**config.mk**
```make
export PLATFORM = sky130hd
export DESIGN_NAME = ds_dac_sequencer
export DESIGN_NICKNAME = d
export VERILOG_FILES = /design/src/rtl/ds_dac_pkg.sv /design/src/rtl/ds_sample_fifo.sv /design/src/rtl/ds_dac_sequencer.sv
export SDC_FILE = /design/constraint.sdc
export NUM_CORES = 1
export LEC_CHECK = 0
export ABC_AREA = 1
export BUFFER_PORTS_ARGS = -buffer_cell sky130_fd_sc_hd__buf_2
export CELL_PAD_IN_SITES_DETAIL_PLACEMENT = 1
export CELL_PAD_IN_SITES_GLOBAL_PLACEMENT = 2
export CORE_MARGIN = 2
export CORE_UTILIZATION = 42
export CTS_CLUSTER_SIZE = 20
export DETAILED_ROUTE_END_ITERATION = 10
export GPL_TIMING_DRIVEN = 1
export PLACE_DENSITY = 0.82
export SKIP_CTS_REPAIR_TIMING = 1
export SKIP_LAST_GASP = 1
export SLEW_MARGIN = 20
export SYNTH_ARGS = -nofsm -noshare
export SYNTH_HDL_FRONTEND = slang
export SYNTH_HIERARCHICAL = 1
export SYNTH_SLANG_ARGS = --single-unit
```
**constraint.sdc**
```tcl
create_clock -name clk -period 6.28 [get_ports clk]
set_input_delay 0.314 -clock clk [delete_from_list [all_inputs] [get_ports clk]]
set_output_delay 0.314 -clock clk [all_outputs]
set_load 0.02 [all_outputs]
```
**src/rtl/ds_dac_pkg.sv**
```systemverilog
// Shared types for the delta-sigma DAC sample sequencer.
//   state_t : playback FSM states (IDLE, PRIME, PLAY)
//   URUN_W  : width of the saturating underrun counter
package ds_dac_pkg;

  typedef enum logic [1:0] {
    IDLE  = 2'd0,
    PRIME = 2'd1,
    PLAY  = 2'd2
  } state_t;

  localparam int URUN_W = 8;

endpackage

```
**src/rtl/ds_sample_fifo.sv**
```systemverilog
// Synchronous sample FIFO with a registered head output.
// Ports:
//   clk, reset_n : clock, asynchronous active-low reset
//   wr, wr_data  : enqueue request (accepted when not full, or when popping)
//   rd           : dequeue request (ignored when empty)
//   flush        : empties the FIFO; overrides wr and rd in the same cycle
//   full, empty  : occupancy flags
//   level        : occupancy 0..2**A
//   head         : oldest stored sample, valid whenever empty is low
module ds_sample_fifo #(
  parameter int A = 3,
  parameter int W = 16
) (
  input  logic         clk,
  input  logic         reset_n,
  input  logic         wr,
  input  logic [W-1:0] wr_data,
  input  logic         rd,
  input  logic         flush,
  output logic         full,
  output logic         empty,
  output logic [A:0]   level,
  output logic [W-1:0] head
);

  localparam int         DEPTH    = 2 ** A;
  localparam logic [A:0] FULL_LVL = (A + 1)'(DEPTH);
  localparam logic [A-1:0] PTR_ONE = (A)'(1);
  localparam logic [A:0]   CNT_ONE = (A + 1)'(1);

  logic [W-1:0] mem [DEPTH];
  logic [A-1:0] wr_ptr_reg, rd_ptr_reg, rd_ptr_next;
  logic [A:0]   count_reg;
  logic [W-1:0] head_reg;
  logic         wr_en, rd_en;

  assign full  = (count_reg == FULL_LVL);
  assign empty = (count_reg == '0);
  assign level = count_reg;
  assign head  = head_reg;

  assign rd_en = rd && !empty && !flush;
  // A simultaneous pop frees a slot, so a write into a full FIFO is still taken.
  assign wr_en = wr && !flush && (!full || rd_en);

  assign rd_ptr_next = flush ? '0 : (rd_en ? rd_ptr_reg + PTR_ONE : rd_ptr_reg);

  always_ff @(posedge clk) begin
    if (wr_en) mem[wr_ptr_reg] <= wr_data;
  end

  always_ff @(posedge clk or negedge reset_n) begin
    if (!reset_n) begin
      wr_ptr_reg <= '0;
      rd_ptr_reg <= '0;
      count_reg  <= '0;
      head_reg   <= '0;
    end else begin
      rd_ptr_reg <= rd_ptr_next;
      if (flush) begin
        wr_ptr_reg <= '0;
        count_reg  <= '0;
      end else begin
        if (wr_en) wr_ptr_reg <= wr_ptr_reg + PTR_ONE;
        case ({wr_en, rd_en})
          2'b10:   count_reg <= count_reg + CNT_ONE;
          2'b01:   count_reg <= count_reg - CNT_ONE;
          default: count_reg <= count_reg;
        endcase
      end
      // Read the slot that will be the head after this edge; if that slot is
      // being written right now (FIFO empty or draining), forward the write.
      head_reg <= (wr_en && (wr_ptr_reg == rd_ptr_next)) ? wr_data : mem[rd_ptr_next];
    end
  end

endmodule

```
**src/rtl/ds_dac_sequencer.sv**
```systemverilog
// Sample scheduler and buffer in front of the delta-sigma 1-bit DAC.
// Buffers PCM samples, primes the buffer, then releases one sample every
// div+1 clocks onto pcm_out. Underrun and overflow are detected and counted.
// Ports:
//   clk, reset_n      : clock, asynchronous active-low reset
//   en                : playback enable (level); low flushes and idles
//   div               : sample period minus one, in clk cycles
//   hold_last         : on underrun, 1 = keep last sample, 0 = output zero
//   wr, wr_data       : sample write strobe and data
//   clr_status        : clears underrun, overflow and urun_cnt
//   full, level       : FIFO status
//   playing           : high in PLAY
//   underrun,overflow : sticky status flags
//   urun_cnt          : saturating underrun count
//   sample_tick       : pulses in the cycle pcm_out takes a new sample
//   pcm_out           : registered sample to the DAC
module ds_dac_sequencer
  import ds_dac_pkg::*;
#(
  parameter int W         = 16,
  parameter int A         = 3,
  parameter int D         = 16,
  parameter int PRIME_LVL = 4
) (
  input  logic              clk,
  input  logic              reset_n,
  input  logic              en,
  input  logic [D-1:0]      div,
  input  logic              hold_last,
  input  logic              wr,
  input  logic [W-1:0]      wr_data,
  input  logic              clr_status,
  output logic              full,
  output logic [A:0]        level,
  output logic              playing,
  output logic              underrun,
  output logic              overflow,
  output logic [URUN_W-1:0] urun_cnt,
  output logic              sample_tick,
  output logic [W-1:0]      pcm_out
);

  localparam logic [A:0]   PRIME_LVL_V = (A + 1)'(PRIME_LVL);
  localparam logic [D-1:0] DIV_ONE     = (D)'(1);

  state_t              state_reg, state_next;
  logic [D-1:0]        cnt_reg, cnt_next;
  logic [W-1:0]        pcm_reg, pcm_next;
  logic                tick_reg, tick_next;
  logic                underrun_reg, underrun_next;
  logic                overflow_reg, overflow_next;
  logic [URUN_W-1:0]   urun_cnt_reg, urun_cnt_next;

  logic                pop_req, flush, urun_evt, ovf_evt;
  logic                fifo_wr, fifo_rd, fifo_full, fifo_empty;
  logic [A:0]          fifo_level;
  logic [W-1:0]        fifo_head;

  ds_sample_fifo #(.A(A), .W(W)) u_fifo (
    .clk     (clk),
    .reset_n (reset_n),
    .wr      (fifo_wr),
    .wr_data (wr_data),
    .rd      (fifo_rd),
    .flush   (flush),
    .full    (fifo_full),
    .empty   (fifo_empty),
    .level   (fifo_level),
    .head    (fifo_head)
  );

  // Disabling only flushes when leaving PRIME/PLAY, so the buffer can be
  // prefilled while idle with en low.
  always_comb begin
    state_next = state_reg;
    cnt_next   = cnt_reg;
    pcm_next   = pcm_reg;
    tick_next  = 1'b0;
    pop_req    = 1'b0;
    flush      = 1'b0;
    urun_evt   = 1'b0;
    case (state_reg)
      IDLE: begin
        pcm_next = '0;
        cnt_next = '0;
        if (en) state_next = PRIME;
      end
      PRIME: begin
        if (!en) begin
          state_next = IDLE;
          flush      = 1'b1;
          pcm_next   = '0;
          cnt_next   = '0;
        end else if (fifo_level >= PRIME_LVL_V) begin
          pop_req    = 1'b1;
          pcm_next   = fifo_head;
          tick_next  = 1'b1;
          cnt_next   = '0;
          state_next = PLAY;
        end
      end
      PLAY: begin
        if (!en) begin
          state_next = IDLE;
          flush      = 1'b1;
          pcm_next   = '0;
          cnt_next   = '0;
        end else if (cnt_reg >= div) begin
          // >= rather than == so a shrinking div never skips a period.
          cnt_next = '0;
          pop_req  = 1'b1;
          if (!fifo_empty) begin
            pcm_next  = fifo_head;
            tick_next = 1'b1;
          end else begin
            urun_evt   = 1'b1;
            pcm_next   = hold_last ? pcm_reg : '0;
            state_next = PRIME;
          end
        end else begin
          cnt_next = cnt_reg + DIV_ONE;
        end
      end
      default: state_next = IDLE;
    endcase
  end

  assign fifo_rd = pop_req && !fifo_empty;
  assign fifo_wr = wr && !flush;
  assign ovf_evt = fifo_wr && fifo_full && !fifo_rd;

  // New events take priority over a coincident clear.
  always_comb begin
    underrun_next = clr_status ? 1'b0 : underrun_reg;
    overflow_next = clr_status ? 1'b0 : overflow_reg;
    urun_cnt_next = clr_status ? '0 : urun_cnt_reg;
    if (urun_evt) begin
      underrun_next = 1'b1;
      if (clr_status)              urun_cnt_next = (URUN_W)'(1);
      else if (urun_cnt_reg != '1) urun_cnt_next = urun_cnt_reg + (URUN_W)'(1);
    end
    if (ovf_evt) overflow_next = 1'b1;
  end

  always_ff @(posedge clk or negedge reset_n) begin
    if (!reset_n) begin
      state_reg    <= IDLE;
      cnt_reg      <= '0;
      pcm_reg      <= '0;
      tick_reg     <= 1'b0;
      underrun_reg <= 1'b0;
      overflow_reg <= 1'b0;
      urun_cnt_reg <= '0;
    end else begin
      state_reg    <= state_next;
      cnt_reg      <= cnt_next;
      pcm_reg      <= pcm_next;
      tick_reg     <= tick_next;
      underrun_reg <= underrun_next;
      overflow_reg <= overflow_next;
      urun_cnt_reg <= urun_cnt_next;
    end
  end

  assign full        = fifo_full;
  assign level       = fifo_level;
  assign playing     = (state_reg == PLAY);
  assign underrun    = underrun_reg;
  assign overflow    = overflow_reg;
  assign urun_cnt    = urun_cnt_reg;
  assign sample_tick = tick_reg;
  assign pcm_out     = pcm_reg;

endmodule

```
==> results.yml, run 1 <==
grt:
  track_usage_pct: 21.8
  overflow: 0
  grt_max_degree: 72
  grt_pass1_vias: 7812
  grt_pass1_wl_um: 41500
  antenna_found_initial: 0
placed_design:
  hpwlAfterDp_um: 16600
  routabilityCongestion: 0.726
  io_buffers: 70
sta:
  holdWs_ps: 18.2
  max_freq_ghz: 0.247
  rsz0062_at_grt: "no"
  finalCritPeriodShare_pct: 64.3
  tightest_slew_ps: 963
  setup_tns_ps: 0
  hold_viol_final: 0
  min_period_ps: 4040
  relSlewSlack_pct: 35.8
  slew_violations: 0
  setup_viol: 0
  skew_ps: 16.4
critical_path:
  arrival_ps: 4360
  cp_slowest_cell: "nand3_2"
  path_cells: "ha_1, nand4_1, nor3_1, nand2_2, nand2_2, nand2_1, nand2_1, nand2_1, inv_1, nand3_2, buf_4, nand4_1, nand2_2, nor2_8, nand3_4, nand3_1, nand2_1"
  critical_path.top_delay_family: "simple AND/OR/NAND/NOR gates"
  critPathKind: "reg2reg"
  critPathCaptureType: "flip-flop"
  required_ps: 6600
  critical-path-max-stage-delay_ps: 510
  cp_common_cell: "nand2_1"
  crit_buf_inv: 2
  cp_max_fo: 44
  crit_path_start_kind: "flip-flop"
yosys:
  ys_ff_latch: 199
  synth_xor_area_share_pct: 1.06
  yosysSeqAreaShare_pct: 56.5
  synth_area_leaders: "edfxtp_1, dfrtp_1, inv_1"
  netlist_area_sq_um: 9940
  synth_compound_area_share_pct: 3.60
  ys_warn_count: 6
  synth_nets: 1106
  muxShareOfSynthArea_pct: 0
  synth_cells: 1041
  synth_top_area_share_pct: 38.7
  synth_area_per_cell_sq_um: 9.55
  synth_fa_ha_area_share_pct: 3.47
  synth_top_family_by_area: "simple AND/OR/NAND/NOR gates"
  synth_area_leader_cell: "edfxtp_1"
  synth_cell_types: 39
  synth-simple-area-share_pct: 25.2
power:
  leakage_nw: 5.16
  power_density_nw_per_um2: 384
  peakVddDrop_v: 0.000233
clock_network:
  cts-buffers-inserted: 17
  clkTransAtPathRegs_ps: 70
  cts_sinks: 199
  htreeDepth: 4
  root_buffer: "clkbuf_16"
  cts_buffer_depth: 2
  tritoncts: "done"
  clock_latency_ps: 440
floorplan:
  start_util_pct: 42.6
  core_sq_um: 23300
  io_pins: 71
  die_x_um: 158
  die_area_sq_um: 24900
  dieHeight_um: 158
  rows: 56
run:
  drv_cap: 0
routing:
  vias: 7409
  drt_iter0_markers: 466
  avgRoutedWirePerCell_um: 18.1
  drt_first_pass_iters: 5
  drc: 0
  drtAntennaViolNets: 0
  routed_wl_um: 25800
  vias_per_cell: 5.19
final_layout:
  layout_common_cells: "inv_1, nand2_1, edfxtp_1"
  num-fill-cells: 2674
  final_nets: 1160
  n_antenna_cell: 0
  regMostFlops: "u_fifo/mem"
  largest_register_ffs: 128
  drive_above_1_share_pct: 15.1
  final_common_cell: "inv_1"
  syn_to_final_growth_pct: 11.9
worst_hold_path:
  hold_path_class: "in2async"
status:
  status: "complete, no violations"
[metrics by stage]
step	area, sq um	std cells	total power (W)	setup slack [ps]	utilization (%)
floorplan	9940	1041	0.00280	3240	-
global placement	10500	1395	0.00317	2430	45.1
detailed placement	10500	1395	0.00322	2280	45.1
CTS	11100	1427	0.00432	2190	47.7
global route	11100	1427	0.00455	1870	47.7
finish	11100	1427	0.00426	2240	47.7
[area by class of cell]
cell class	count	area, sq um	area share, %
multi-input combinational	595	3320	29.8
clock buffer	22	487	4.38
clock inverter	10	104	0.934
tap	319	399	3.59
inverter	200	751	6.75
timing repair buffer	82	443	3.98
sequential	199	5620	50.5
[report_power, final]
group / internal, W / leakage, nW / switching [W] / total, W
sequential: 0.00161 / 2.10 / 0.000126 / 0.00174
combinational: 0.000398 / 2.76 / 0.00104 / 0.00144
clock: 0.000572 / 0.291 / 0.000517 / 0.00109
total: 0.00258 / 5.16 / 0.00168 / 0.00426
[layer usage]
| metal | track usage, % | up-vias | share of wire [%] |
|---|---|---|---|
| li1 | - | 3575 | - |
| met1 | 28.1 | 3683 | 44 |
| met2 | 38.2 | 134 | 51 |
| met3 | 3.78 | 17 | 3.9 |
| met4 | 5.67 | 0 | 1.1 |
| met5 | 0 | - | 0 |
[cells by family after synthesis]
kind of cell,after synthesis
AND/OR/NAND/NOR,491
buffers and inverters,247
flip-flops,199
AO/OA/AOI/OAI,65
adder cells (fa/ha/maj),27
XOR/XNOR,12
[path summary, 6_finish.rpt]
kind | to | cells after the start | slack (ps) | startpoint
setup / recovery | u_fifo/head[3] | 17 | 2240 | cnt_reg[9]
hold / removal | cnt_reg[3] | 1 | 20 | reset_n
setup reg to reg | u_fifo/head[3] | 17 | 2240 | cnt_reg[9]
hold reg to reg | underrun | 2 | 480 | underrun
max in group asynchronous | cnt_reg[11] | 1 | 5630 | reset_n
min in group clk | urun_cnt[4] | 2 | 110 | clr_status
[cell usage after synthesis, drive strengths merged]
library cell / instances
clkbuf: 13
nor4: 1
buf: 34
nand4: 87
inv: 200
edfxtp: 128
nor2: 56
o31ai: 1
nand3: 140
xor2: 10
dfrtp: 71
fa: 1
o21a: 2
a22o: 1
nor3b: 1
a21o: 1
a21oi: 17
o21ai: 42
ha: 26
nor3: 10
a221oi: 1
xnor2: 2
nand2: 196
Note: power is estimated with default switching activity, not from simulation.
==> run 2, diff against run 1 <==
--- a/config.mk
+++ b/config.mk
@@ -10,11 +10,11 @@
 export CELL_PAD_IN_SITES_DETAIL_PLACEMENT = 1
 export CELL_PAD_IN_SITES_GLOBAL_PLACEMENT = 2
 export CORE_MARGIN = 2
-export CORE_UTILIZATION = 42
+export CORE_UTILIZATION = 35
 export CTS_CLUSTER_SIZE = 20
 export DETAILED_ROUTE_END_ITERATION = 10
 export GPL_TIMING_DRIVEN = 1
-export PLACE_DENSITY = 0.82
+export PLACE_DENSITY = 0.72
 export SKIP_CTS_REPAIR_TIMING = 1
 export SKIP_LAST_GASP = 1
 export SLEW_MARGIN = 20
==> constraint.sdc (replaced) <==
create_clock -name clk -period 3.25 [get_ports clk]
set_input_delay 0.1625 -clock clk [delete_from_list [all_inputs] [get_ports clk]]
set_output_delay 0.1625 -clock clk [all_outputs]
set_load 0.02 [all_outputs]
==> run 2 against run 1 <==
  * Core utilization fell by 6.3 points
  * Via count rose by 1.3%
  * Combinational power rose by 120%
  * Maximum frequency rose by 36%
  * First-iteration DRC count rose by 9.2%
==> results.yml, run 2 (synthesized netlist as in run 1, its figures left out) <==
final_layout:
  register_area_sq_um: 5620
  layout_common_cells: "inv_1, nand2_1, edfxtp_1"
  n_antenna_cell: 0
  final_nets: 1193
  multi_input_area_sq_um: 3350
  largest_register_ffs: 128
  regMostFlops: "u_fifo/mem"
  final_common_cell: "inv_1"
  drive_above_1_share_pct: 17.8
  instances_no_fill: 1519
  syn_to_final_growth_pct: 15.9
  num-fill-cells: 3195
routing:
  drt_first_pass_iters: 5
  vias_per_cell: 4.94
  drt_iter0_markers: 509
  avgRoutedWirePerCell_um: 17.4
  drtAntennaViolNets: 0
  drc: 0
  vias: 7505
  routed_wl_um: 26400
grt:
  grt_pass1_wl_um: 43800
  grt_pass1_vias: 7955
  track_usage_pct: 18.6
  overflow: 0
  antenna_found_initial: 1
  grt_max_degree: 72
critical_path:
  critPathCaptureType: "flip-flop"
  ff2ff_setup_slack_ps: 270
  required_ps: 3580
  critPathLaunch: "cnt_reg[11]"
  reg2regPathDepth: 19
  cp_max_fo: 7
  r2r_end: "u_fifo/level[3]"
  crit_path_start_kind: "flip-flop"
  r2r-start: "cnt_reg[11]"
  endpoint: "u_fifo/level[3]"
  arrival_ps: 3310
  critPathKind: "reg2reg"
run:
  drv_cap: 0
clock_network:
  tritoncts: "done"
  clock_latency_ps: 450
  cts_sinks: 199
  cts-buffers-inserted: 17
  root_buffer: "clkbuf_16"
  cts_buffer_depth: 2
  htreeDepth: 4
  clkTransAtPathRegs_ps: 80
placed_design:
  io_buffers: 70
  hpwlAfterDp_um: 17200
  routabilityCongestion: 0.757
  dp.cells: 1481
sta:
  hold_viol_final: 0
  setup_viol: 0
  rsz0062_at_grt: "yes"
  holdWs_ps: 15.3
  relSlewSlack_pct: 36.5
  tightest_slew_ps: 952
  skew_ps: 18.2
  max_freq_ghz: 0.336
  finalCritPeriodShare_pct: 91.6
  min_period_ps: 2980
  slew_violations: 0
power:
  power_density_nw_per_um2: 738
  peakVddDrop_v: 0.000348
  leakage_nw: 5.32
  power_w: 0.00850
floorplan:
  dieHeight_um: 173
  die_area_sq_um: 29800
  core_sq_um: 27900
  start_util_pct: 35.7
  io_pins: 71
  die_x_um: 173
  rows: 61
status:
  status: "complete, no violations"
worst_hold_path:
  hold_path_class: "in2reg"
-- run 2: cell types whose count changed in the layout (fill, tap and decap cells not counted), sizes merged --
| cell | change |
|---|---|
| buf | +31 |
| clkbuf | -3 |
| clkinv | +1 |
| dlygate4sd3 | +2 |
| inv | +2 |
-- run 2: worst min-delay path by stage --
stage / to / start / cells past startpoint
2_1_floorplan: cnt_reg[0] / reset_n / 0
3_3_place_gp: cnt_reg[4] / reset_n / 1
3_5_place_dp: cnt_reg[4] / reset_n / 1
4_1_cts: cnt_reg[4] / reset_n / 1
5_1_grt: u_fifo/mem[4][15] / wr_data[15] / 1
6_report: u_fifo/mem[6][15] / wr_data[15] / 1
-- run 2: critical path, cell delays in order (launching register included) --
cell,delay [ps]
dfrtp_1,410
ha_1,330
nand2_1,50
o21ai_0,250
a21oi_2,130
nand2_2,90
nand2_1,60
nand2_1,60
nand2_1,80
inv_2,130
nand3_1,160
nor2_4,190
buf_4,130
ha_1,210
nand3_1,80
nand2_1,70
xor2_1,150
xor2_1,170
nand2_1,60
o21ai_0,70
-- run 2: power breakdown --
group          switching (W)  internal [W]
Clock                0.00104       0.00102
Combinational        0.00221      0.000921
Sequential          0.000207       0.00311
Total                0.00345       0.00505
-- run 2: final cells by class --
type,instances,area share (%)
flip-flops and latches,199,48.8
well taps,378,4.11
inverters,200,6.52
multi-input cells,595,29.0
repair buffers,115,6.69
clock buffers,19,3.76
clock inverters,13,1.09
-- run 2: per-stage QoR --
| stage | utilization (%) | setup WS (ps) | instance area [sq um] | TNS [ps] |
|---|---|---|---|---|
| after floorplan | - | 213 | 9940 | 0 |
| after global placement | 39.1 | 214 | 10900 | 0 |
| after detailed placement | 39.1 | 150 | 10900 | 0 |
| final | 41.3 | 274 | 11500 | 0 |
| after CTS | 41.1 | 125 | 11400 | 0 |
| after global routing | 41.3 | -20.2 | 11500 | -20.2 |
-- run 2: metal layers --
metal  track usage [%]  routed length [um]
met5                 0                  12
met4              5.38                 380
met3              3.01                 829
met2              31.6               12700
met1              24.6               12500
